**config.mk**
```make
export PLATFORM = sky130hd
export DESIGN_NAME = multicycle_ctrl_flat
export DESIGN_NICKNAME = d
export VERILOG_FILES = /design/src/rtl/multicycle_ctrl_pkg.sv /design/src/rtl/multicycle_ctrl_if.sv /design/src/rtl/multicycle_ctrl_op_class_decode.sv /design/src/rtl/multicycle_ctrl.sv /design/src/flat_wrapper.sv
export SDC_FILE = /design/constraint.sdc
export NUM_CORES = 1
export LEC_CHECK = 0
export ABC_AREA = 1
export ABC_CLOCK_PERIOD_IN_PS = 1800
export BUFFER_PORTS_ARGS = -buffer_cell sky130_fd_sc_hd__buf_2
export CAP_MARGIN = 20
export CELL_PAD_IN_SITES_DETAIL_PLACEMENT = 0
export CELL_PAD_IN_SITES_GLOBAL_PLACEMENT = 1
export CORE_ASPECT_RATIO = 1.2
export CORE_UTILIZATION = 30
export CTS_CLUSTER_SIZE = 12
export DETAILED_ROUTE_END_ITERATION = 10
export PLACE_DENSITY_LB_ADDON = 0.1
export SYNTH_ARGS = -nofsm -noshare
export SYNTH_HDL_FRONTEND = slang
export SYNTH_SLANG_ARGS = --single-unit
```
**constraint.sdc**
```tcl
create_clock -name clk -period 1.8 [get_ports clk]
set_clock_uncertainty 0.1 [all_clocks]
set_input_delay 0.18 -clock clk [delete_from_list [all_inputs] [get_ports clk]]
set_output_delay 0.18 -clock clk [all_outputs]
set_load 0.005 [all_outputs]
```
**src/rtl/multicycle_ctrl_pkg.sv**
```systemverilog
// Shared types and constants for the multi-cycle LEGv8 control unit.
package multicycle_ctrl_pkg;

    // Controller states; FETCH must stay at encoding 0 (reset/debug value).
    typedef enum logic [3:0] {
        FETCH  = 4'd0,
        DECODE = 4'd1,
        EXEC_R = 4'd2,
        EXEC_I = 4'd3,
        ADDR   = 4'd4,
        MEM_RD = 4'd5,
        MEM_WR = 4'd6,
        WB_ALU = 4'd7,
        WB_MEM = 4'd8,
        BRANCH = 4'd9,
        TRAP   = 4'd10
    } state_t;

    typedef enum logic [2:0] {
        IC_R    = 3'd0,
        IC_LD   = 3'd1,
        IC_ST   = 3'd2,
        IC_CB   = 3'd3,
        IC_MOVZ = 3'd4,
        IC_BAD  = 3'd5
    } iclass_t;

    // Exact-match opcodes (CBZ/MOVZ wildcards live in the decoder's casez).
    localparam logic [10:0] OP_ADD  = 11'b10001011000;
    localparam logic [10:0] OP_SUB  = 11'b11001011000;
    localparam logic [10:0] OP_AND  = 11'b10001010000;
    localparam logic [10:0] OP_ORR  = 11'b10101010000;
    localparam logic [10:0] OP_LDUR = 11'b11111000010;
    localparam logic [10:0] OP_STUR = 11'b11111000000;

    localparam logic [1:0] ALU_ADD   = 2'b00;
    localparam logic [1:0] ALU_PASS  = 2'b01;
    localparam logic [1:0] ALU_FUNCT = 2'b10;

endpackage

```
**src/rtl/multicycle_ctrl_if.sv**
```systemverilog
// Control/handshake bundle between the multi-cycle controller and datapath.
// illegal_op exists only when ILLEGAL_OP_TRAP_EN is defined.
interface multicycle_ctrl_if;
    logic [10:0] Op;
    logic        zero;
    logic        imem_ready;
    logic        dmem_ready;
    logic        imem_req;
    logic        ir_write;
    logic        pc_write;
    logic        pc_src;
    logic        Reg2Loc;
    logic        ALUSrc;
    logic        MemtoReg;
    logic        RegWrite;
    logic        MemRead;
    logic        MemWrite;
    logic [1:0]  ALUOp;
    logic        instr_done;
    logic        mem_timeout;
    logic [3:0]  state_o;
`ifdef ILLEGAL_OP_TRAP_EN
    logic        illegal_op;
`endif

    // Controller side.
    modport master (
        input  Op, zero, imem_ready, dmem_ready,
        output imem_req, ir_write, pc_write, pc_src, Reg2Loc, ALUSrc, MemtoReg,
               RegWrite, MemRead, MemWrite, ALUOp, instr_done, mem_timeout, state_o
`ifdef ILLEGAL_OP_TRAP_EN
        , output illegal_op
`endif
    );

    // Datapath side.
    modport slave (
        output Op, zero, imem_ready, dmem_ready,
        input  imem_req, ir_write, pc_write, pc_src, Reg2Loc, ALUSrc, MemtoReg,
               RegWrite, MemRead, MemWrite, ALUOp, instr_done, mem_timeout, state_o
`ifdef ILLEGAL_OP_TRAP_EN
        , input illegal_op
`endif
    );
endinterface

```
**src/rtl/multicycle_ctrl_op_class_decode.sv**
```systemverilog
// Opcode classifier: maps IR[31:21] onto an instruction class.
module multicycle_ctrl_op_class_decode
    import multicycle_ctrl_pkg::*;
(
    input  logic [10:0] op_i,
    output iclass_t     iclass_o
);

    // Pure combinational opcode match; wildcard bits are register/shift fields.
    always_comb begin
        iclass_o = IC_BAD;
        casez (op_i)
            OP_ADD, OP_SUB, OP_AND, OP_ORR: iclass_o = IC_R;
            OP_LDUR:                        iclass_o = IC_LD;
            OP_STUR:                        iclass_o = IC_ST;
            11'b10110100???:                iclass_o = IC_CB;
            11'b110100101??:                iclass_o = IC_MOVZ;
            default:                        iclass_o = IC_BAD;
        endcase
    end

endmodule

```
**src/rtl/multicycle_ctrl.sv**
```systemverilog
// Multi-cycle LEGv8 control unit. Sequences the shared datapath through
// FETCH/DECODE/EXEC/MEM/WB, with a bounded wait on memory handshakes.
// Optional: define ILLEGAL_OP_TRAP_EN to trap undefined opcodes in TRAP.
module multicycle_ctrl
    import multicycle_ctrl_pkg::*;
#(
    parameter int unsigned TIMEOUT_CYCLES = 255,
    parameter int unsigned CNT_W = (TIMEOUT_CYCLES == 0) ? 1 : $clog2(TIMEOUT_CYCLES + 1)
) (
    input logic                clk,
    input logic                reset,
    multicycle_ctrl_if.master  bus
);

    localparam bit               TimeoutEn = (TIMEOUT_CYCLES != 0);
    localparam logic [CNT_W-1:0] Limit     = CNT_W'(TIMEOUT_CYCLES);

    state_t           state_q, state_d;
    iclass_t          cls_q, cls_d;
    iclass_t          cls_dec;
    logic [CNT_W-1:0] cnt_q, cnt_d;
    logic             timeout_q, timeout_d;
    logic             ready;
    logic             expired;

    multicycle_ctrl_op_class_decode u_dec (
        .op_i     (bus.Op),
        .iclass_o (cls_dec)
    );

    // Handshake being waited on and whether its wait budget has run out.
    always_comb begin
        ready   = (state_q == FETCH) ? bus.imem_ready : bus.dmem_ready;
        expired = TimeoutEn && !ready && (cnt_q == Limit) &&
                  (state_q == FETCH || state_q == MEM_RD || state_q == MEM_WR);
    end

    // Next state; the counter defaults to 0 so every state change clears it.
    always_comb begin
        state_d   = state_q;
        cls_d     = cls_q;
        cnt_d     = '0;
        timeout_d = timeout_q;
        unique case (state_q)
            FETCH: begin
                if (ready)        state_d = DECODE;
                else if (expired) timeout_d = 1'b1;
                else              cnt_d = cnt_q + 1'b1;
            end
            DECODE: begin
                cls_d = cls_dec;
                unique case (cls_dec)
                    IC_R:         state_d = EXEC_R;
                    IC_LD, IC_ST: state_d = ADDR;
                    IC_CB:        state_d = BRANCH;
                    IC_MOVZ:      state_d = EXEC_I;
`ifdef ILLEGAL_OP_TRAP_EN
                    default:      state_d = TRAP;
`else
                    default:      state_d = FETCH;
`endif
                endcase
            end
            EXEC_R, EXEC_I: state_d = WB_ALU;
            ADDR:           state_d = (cls_q == IC_ST) ? MEM_WR : MEM_RD;
            MEM_RD, MEM_WR: begin
                if (ready) begin
                    state_d = (state_q == MEM_RD) ? WB_MEM : FETCH;
                end else if (expired) begin
                    timeout_d = 1'b1;
                    state_d   = FETCH;
                end else begin
                    cnt_d = cnt_q + 1'b1;
                end
            end
            WB_ALU, WB_MEM, BRANCH: state_d = FETCH;
            TRAP:                   state_d = TRAP;
            default:                state_d = FETCH;
        endcase
    end

    // Controller state with synchronous reset.
    always_ff @(posedge clk) begin
        if (reset) begin
            state_q   <= FETCH;
            cls_q     <= IC_BAD;
            cnt_q     <= '0;
            timeout_q <= 1'b0;
        end else begin
            state_q   <= state_d;
            cls_q     <= cls_d;
            cnt_q     <= cnt_d;
            timeout_q <= timeout_d;
        end
    end

    // Moore decode plus ready/zero-qualified strobes; everything low in reset.
    always_comb begin
        bus.imem_req    = 1'b0;
        bus.ir_write    = 1'b0;
        bus.pc_write    = 1'b0;
        bus.pc_src      = 1'b0;
        bus.Reg2Loc     = 1'b0;
        bus.ALUSrc      = 1'b0;
        bus.MemtoReg    = 1'b0;
        bus.RegWrite    = 1'b0;
        bus.MemRead     = 1'b0;
        bus.MemWrite    = 1'b0;
        bus.ALUOp       = ALU_ADD;
        bus.instr_done  = 1'b0;
        bus.mem_timeout = timeout_q & ~reset;
        bus.state_o     = reset ? 4'd0 : state_q;
`ifdef ILLEGAL_OP_TRAP_EN
        bus.illegal_op  = !reset && (state_q == TRAP);
`endif
        if (!reset) begin
            unique case (state_q)
                FETCH: begin
                    bus.imem_req = 1'b1;
                    bus.ir_write = bus.imem_ready;
                    bus.pc_write = bus.imem_ready;
                end
`ifdef ILLEGAL_OP_TRAP_EN
                DECODE: ;
`else
                DECODE: bus.instr_done = (cls_dec == IC_BAD);
`endif
                EXEC_R: bus.ALUOp = ALU_FUNCT;
                EXEC_I: begin
                    bus.ALUSrc = 1'b1;
                    bus.ALUOp  = ALU_PASS;
                end
                ADDR: begin
                    bus.Reg2Loc = (cls_q == IC_ST);
                    bus.ALUSrc  = 1'b1;
                end
                MEM_RD: bus.MemRead = 1'b1;
                MEM_WR: begin
                    bus.Reg2Loc    = 1'b1;
                    bus.MemWrite   = 1'b1;
                    bus.instr_done = bus.dmem_ready;
                end
                WB_ALU: begin
                    bus.RegWrite   = 1'b1;
                    bus.instr_done = 1'b1;
                end
                WB_MEM: begin
                    bus.RegWrite   = 1'b1;
                    bus.MemtoReg   = 1'b1;
                    bus.instr_done = 1'b1;
                end
                BRANCH: begin
                    bus.Reg2Loc    = 1'b1;
                    bus.ALUOp      = ALU_PASS;
                    bus.pc_write   = bus.zero;
                    bus.pc_src     = bus.zero;
                    bus.instr_done = 1'b1;
                end
                default: ;
            endcase
        end
    end

endmodule

```
**src/flat_wrapper.sv**
```systemverilog
// flat-port wrapper written by rule: the top's interface ports become plain ports
module multicycle_ctrl_flat import multicycle_ctrl_pkg::*;
#(
    parameter int unsigned TIMEOUT_CYCLES = 255,
    parameter int unsigned CNT_W = (TIMEOUT_CYCLES == 0) ? 1 : $clog2(TIMEOUT_CYCLES + 1)
)
  (clk, reset, bus_Op, bus_zero, bus_imem_ready, bus_dmem_ready, bus_imem_req, bus_ir_write, bus_pc_write, bus_pc_src, bus_Reg2Loc, bus_ALUSrc, bus_MemtoReg, bus_RegWrite, bus_MemRead, bus_MemWrite, bus_ALUOp, bus_instr_done, bus_mem_timeout, bus_state_o);
  multicycle_ctrl_if bus_i ();
  input logic clk;
  input logic reset;
  input wire logic [$bits(bus_i.Op)-1:0] bus_Op;
  input wire logic [$bits(bus_i.zero)-1:0] bus_zero;
  input wire logic [$bits(bus_i.imem_ready)-1:0] bus_imem_ready;
  input wire logic [$bits(bus_i.dmem_ready)-1:0] bus_dmem_ready;
  output wire logic [$bits(bus_i.imem_req)-1:0] bus_imem_req;
  output wire logic [$bits(bus_i.ir_write)-1:0] bus_ir_write;
  output wire logic [$bits(bus_i.pc_write)-1:0] bus_pc_write;
  output wire logic [$bits(bus_i.pc_src)-1:0] bus_pc_src;
  output wire logic [$bits(bus_i.Reg2Loc)-1:0] bus_Reg2Loc;
  output wire logic [$bits(bus_i.ALUSrc)-1:0] bus_ALUSrc;
  output wire logic [$bits(bus_i.MemtoReg)-1:0] bus_MemtoReg;
  output wire logic [$bits(bus_i.RegWrite)-1:0] bus_RegWrite;
  output wire logic [$bits(bus_i.MemRead)-1:0] bus_MemRead;
  output wire logic [$bits(bus_i.MemWrite)-1:0] bus_MemWrite;
  output wire logic [$bits(bus_i.ALUOp)-1:0] bus_ALUOp;
  output wire logic [$bits(bus_i.instr_done)-1:0] bus_instr_done;
  output wire logic [$bits(bus_i.mem_timeout)-1:0] bus_mem_timeout;
  output wire logic [$bits(bus_i.state_o)-1:0] bus_state_o;
  assign bus_i.Op = bus_Op;
  assign bus_i.zero = bus_zero;
  assign bus_i.imem_ready = bus_imem_ready;
  assign bus_i.dmem_ready = bus_dmem_ready;
  assign bus_imem_req = bus_i.imem_req;
  assign bus_ir_write = bus_i.ir_write;
  assign bus_pc_write = bus_i.pc_write;
  assign bus_pc_src = bus_i.pc_src;
  assign bus_Reg2Loc = bus_i.Reg2Loc;
  assign bus_ALUSrc = bus_i.ALUSrc;
  assign bus_MemtoReg = bus_i.MemtoReg;
  assign bus_RegWrite = bus_i.RegWrite;
  assign bus_MemRead = bus_i.MemRead;
  assign bus_MemWrite = bus_i.MemWrite;
  assign bus_ALUOp = bus_i.ALUOp;
  assign bus_instr_done = bus_i.instr_done;
  assign bus_mem_timeout = bus_i.mem_timeout;
  assign bus_state_o = bus_i.state_o;
  multicycle_ctrl #(.TIMEOUT_CYCLES(TIMEOUT_CYCLES), .CNT_W(CNT_W)) u_core (.clk(clk), .reset(reset), .bus(bus_i));
endmodule
```
After elaboration in Yosys (flattened, before gate mapping)
Cells that the tools add are included.
W data, S select, Z words.
Word-level totals
  bits in registers: 16
  input bits: 16
  output and inout bits: 18
  logic and storage cells: 90
Cells by class
  $add $sub $neg: 1
  eq/ne operators: 27
  muxes and demuxes: 34
  bitwise operators: 4
  reduce and logical (&&, ||, !) cells: 20
Operator list (number)
  $eq A11 B11 Y1 const B: 6
  $pmux W4 S6: 1
  $mux W1: 20
  $mux W4: 5
  $eq A4 B3 Y1 const B: 4
  $eq A8 B8 Y1 const B: 2
  $pmux W4 S4: 1
  $pmux W3 S5: 1
  $reduce_or A2 Y1: 7
  $eq A4 B4 Y1 const B: 3
  $eq A3 B2 Y1 const B: 3
  $eq A9 B9 Y1 const B: 1
  $add A8 B1 Y8 const B: 1
  $eq A4 B2 Y1 const B: 2
  $reduce_or A4 Y1: 2
  $eq A3 B3 Y1 const B: 2
  $reduce_or A3 Y1: 2
  $eq A4 B1 Y1 const B: 1
  $logic_not A4 Y1: 1
  $mux W2: 2
  $pmux W1 S2: 2
  $pmux W2 S2: 1
  $eq A3 B1 Y1 const B: 1
  $logic_not A3 Y1: 1
  10 further kinds: 14

Logic depth before layout (Yosys ltp)
  word-level depth: 8
  gate-level depth with buffers: 11

Hierarchy
A second synthesis with hierarchy kept.
Unflattened totals
  cell total of the unflattened synthesis: 205
  area total of the unflattened synthesis: 1237.4 um^2
Modules (own cells, without submodules)
  multicycle_ctrl: times used 1, cells an instance 153, area an instance 1013.5 um^2, sequential area each 320.3 um^2
  multicycle_ctrl_op_class_decode: times used 1, cells an instance 52, area an instance 224.0 um^2, sequential area each 0.0 um^2

Least setup slack after synthesis
No wires, ideal clock.
  path type: reg2out
  start point: register u_core.state_q[3]
  end point: output bus_instr_done
  data arrival time: 1.076 ns
  data required time: 1.520 ns
  path slack: 0.444 ns
  cell stages (with the launch flop): 9
  cell sequence: dfxtp_1 inv_2 nor2_1 inv_1 nor2_1 inv_1 nand3_1 a21oi_1 a21oi_1
Between the ends
  cells in the longest elaborated chain, start to end: 4
  elaborated cells between the ends (all ways): 8
  classes of those cells: 5 x eq/ne; 2 x mux; 1 x reduce/logical
RTL lines
  start, declared: line multicycle_ctrl.sv:18  | state_t state_q, state_d;
  start signal, assigned: line multicycle_ctrl.sv:90  | state_q <= state_d;
  $eq A4 B3 Y1 or $eq A4 B4 Y1 (tied branches): line multicycle_ctrl.sv:117  | unique case (state_q)
  $reduce_or A3 Y1 (no source line)
  $pmux W1 S3 *: line multicycle_ctrl.sv:117
  $mux W1 *: line multicycle_ctrl.sv:116  | if (!reset) begin
  end, declared: line flat_wrapper.sv:26  | output wire logic [$bits(bus_i.instr_done)-1:0] bus_instr_done;
Every way passes the cells marked *; elsewhere a longest branch is shown, timed or not.

Final worst setup path
  start point: register u_core.state_q[3]
  end point: output bus_Reg2Loc
Between the ends
  cells in the longest elaborated chain, start to end: 4
  elaborated cells between the ends (all ways): 6
  classes of those cells: 3 x eq/ne; 2 x mux; 1 x reduce/logical
RTL lines
  $eq A4 B4 Y1 or $eq A4 B3 Y1 (tied branches): line multicycle_ctrl.sv:117
  $reduce_or A2 Y1 (no source line)
  $pmux W1 S2 *: line multicycle_ctrl.sv:117
  $mux W1 *: line multicycle_ctrl.sv:116
  end, declared: line flat_wrapper.sv:19  | output wire logic [$bits(bus_i.Reg2Loc)-1:0] bus_Reg2Loc;
Marked as above.

==> results.json <==
{
  "finalHoldViolCount": 0,
  "start_util_pct": 31.6,
  "design.core.area_mm2": 0.00394,
  "grt-ovfl-total": 0,
  "hold_path_class": "in -> reg",
  "rrSetupSlack_ps": 270,
  "fin_cells": 301,
  "maxSlewHeadroom_pct": 71.7,
  "fp-row-count": 25,
  "leakage_uw": 0.000782,
  "reg2reg_from": "u_core.cnt_q[0]",
  "crit_type": "reg -> out",
  "holdWs_ps": 241,
  "num_antenna_cells": 0,
  "nNetsFinal": 265,
  "syn_avg_cell_area_um2": 5.89,
  "via_count": 1344,
  "clockBufferDepth": 2,
  "cts_tree": "done",
  "cts_sinks": 16,
  "min_path_cells": 2,
  "yosys_warnings": 0,
  "io-pin-count": 34,
  "worstPathMaxFanout": 5,
  "die_w_um": 60.8,
  "htreeDepth": 1,
  "tightest_slew_ps": 425,
  "synthToLayoutAreaGrowth_pct": 25.7,
  "reg2reg_to": "u_core.cnt_q[4]",
  "net-switching-power_uw": 457,
  "powerDensity_mw_per_mm2": 767,
  "dieArea_mm2": 0.00441,
  "die_y_um": 72.5,
  "clock-root-buffer": "clkbuf_8",
  "ys_ff_latch": 16,
  "antenna_found_initial": 0,
  "drive_above_1_share_pct": 26.7,
  "fin_util_pct": 39.7,
  "dp_cells": 295,
  "clockPowerShare_pct": 26.8,
  "yosysSeqAreaShare_pct": 25.8,
  "max_freq_mhz": 596,
  "required_ps": 1520,
  "fin_tns_setup_ps": 0,
  "syn_area_mm2": 0.00124,
  "power.share.combinational_pct": 37.4,
  "crit_path_end_kind": "primary output",
  "synthCells": 211,
  "rsz0062_at_grt": "no",
  "io_buffer_count": 33,
  "slew_viol_final": 0,
  "clock_latency_ps": 250,
  "arrival_ps": 1400,
  "synthDistinctLibCells": 25,
  "pwr-share-seq_pct": 35.7,
  "routed_wl_um": 3070,
  "drv_cap": 0,
  "vdd_drop_max_mv": 0.420,
  "power.internal_uw": 742,
  "finalCritPeriodShare_pct": 93.1,
  "grt_pass1_vias": 1184,
  "synth_fp_nets": 228,
  "grt_max_degree": 26,
  "routedWlPerCell_um": 10.2,
  "status": "completed",
  "hold_path_end": "u_core.state_q[3]",
  "hpwl_um": 2510,
  "dr.pass1.iters": 4,
  "setup_violations": 0,
  "grt_pass1_wl_um": 5080,
  "clk_pin_slew_ps": 60,
  "drtAntennaViolNets": 0,
  "timing.hold.worst.start": "reset",
  "via_per_inst": 4.47,
  "drc": 0,
  "rr_worst_depth": 6,
  "start_kind": "flip-flop",
  "cts_made_buffers": 3,
  "grt.total_usage_pct": 15.1,
  "drt_iter0_drc": 41,
  "min_period_ps": 1680,
  "place_congestion": 0.794,
  "p_sw_share_pct": 38.1
}
cell families after synthesis:
| logic type | count (synthesis) | share of synthesized area [%] |
|---|---|---|
| compound gates | 19 | 7.95 |
| xor+xnor | 3 | 2.11 |
| fa+ha+maj | 1 | 1.01 |
| buf+inv | 37 | 11.2 |
| flops | 16 | 25.8 |
| simple gates | 135 | 52.0 |
flip-flops by register name (all words and copies together) (netlist names):
| signal | count |
|---|---|
| u_core.state_q | 4 |
| u_core.cnt_q | 8 |
| u_core.cls_q | 3 |
| u_core.timeout_q | 1 |
worst max-delay path by stage:
stage	from	to	slack [ps]	depth (start not counted)
6_report	u_core.state_q[3]	bus_Reg2Loc	120	7
5_1_grt	u_core.state_q[1]	bus_instr_done	10	8
4_1_cts	u_core.state_q[3]	bus_instr_done	40	9
3_5_place_dp	u_core.state_q[3]	bus_instr_done	220	9
3_3_place_gp	u_core.state_q[3]	bus_instr_done	240	9
2_1_floorplan	u_core.state_q[3]	bus_instr_done	440	8
per-stage QoR:
stage               instance area, µm²  setup slack [ps]  power (µW)
floorplan                         1240               444         749
global placement                  1470               241         880
detailed placement                1470               218         876
CTS                               1530              35.8        1220
global route                      1560              10.3        1280
finish                            1560               124        1200
power groups by stage:
stage                     combinational, µW  clock (µW)  sequential, µW
final                                   449         322             429
after detailed placement                441           0             435
after global routing                    496         350             433
after CTS                               454         333             430
after global placement                  446           0             434
after floorplan                         323           0             426
synth_stat cells:
cell type / n / area [µm²]
o21ai_1: 2 / 10.0
a211oi_1: 1 / 7.51
xnor2_1: 1 / 8.76
clkbuf_1: 3 / 11.3
xor2_1: 2 / 17.5
dfxtp_1: 16 / 320
nand3_2: 2 / 20.0
o21ai_0: 2 / 10.0
nand2_2: 2 / 12.5
or2_2: 1 / 6.26
o22ai_1: 1 / 6.26
nor2_4: 3 / 33.8
nand2_1: 49 / 184
nand3_1: 15 / 75.1
inv_1: 29 / 109
a21oi_1: 13 / 65.1
nand2_4: 3 / 33.8
nor3b_2: 2 / 25.0
nand3_4: 1 / 17.5
nand4_1: 7 / 43.8
ha_1: 1 / 12.5
inv_2: 5 / 18.8
nor2_1: 45 / 169
nor2_2: 1 / 6.26
nor3_1: 4 / 20.0
metal layers:
layer | share of wire [%] | vias up | GRT usage [%] | wire [µm]
met5 | 0 | - | 0 | 0
met4 | 0.62 | 0 | 3.03 | 19
met3 | 3.7 | 5 | 3.74 | 114
met2 | 50 | 27 | 25.9 | 1550
met1 | 45 | 575 | 19.0 | 1390
li1 | - | 737 | - | -
layout by cell type (no fill, tap or decap):
cell type   n
a211oi_1    1
a21oi_1    13
buf_2      33
buf_4       2
clkbuf_8    4
dfxtp_1    12
dfxtp_2     3
dfxtp_4     1
ha_1        1
inv_1      29
inv_2       5
nand2_1    49
nand2_2     2
nand2_4     3
nand3_1    14
nand3_2     3
nand3_4     1
nand4_1     7
nor2_1     43
nor2_2      1
nor2_4      5
nor3_1      4
nor3b_2     2
o21ai_0     2
o21ai_1     2
o22ai_1     1
or2_2       1
xnor2_1     1
xor2_1      2
repair_timing:
item                                    in CTS  in global routing
gates cloned                                 0                  0
buffers inserted                             0                  2
endpoints found under the hold margin        0                  0
endpoints found under the setup margin       1                  1
resized for setup                            5                  5
hold buffers                                 0                  0
pin swaps                                    0                  2
worst max-delay path: stages (launching register included):
cell,delay (ps)
dfxtp_2,320
buf_4,130
nor2_4,160
nand2_1,120
nor2_1,150
nor3_1,60
nor2_1,80
buf_2,120
final cells by class:
| cell class | count | area, µm² |
|---|---|---|
| timing repair buffer | 35 | 180 |
| sequential | 16 | 328 |
| multi-input combinational | 158 | 805 |
| fill | 477 | 2380 |
| clock buffer | 4 | 55.1 |
| inverter | 34 | 128 |
| tap | 54 | 67.6 |
Note: power is estimated with default switching activity, not from simulation.
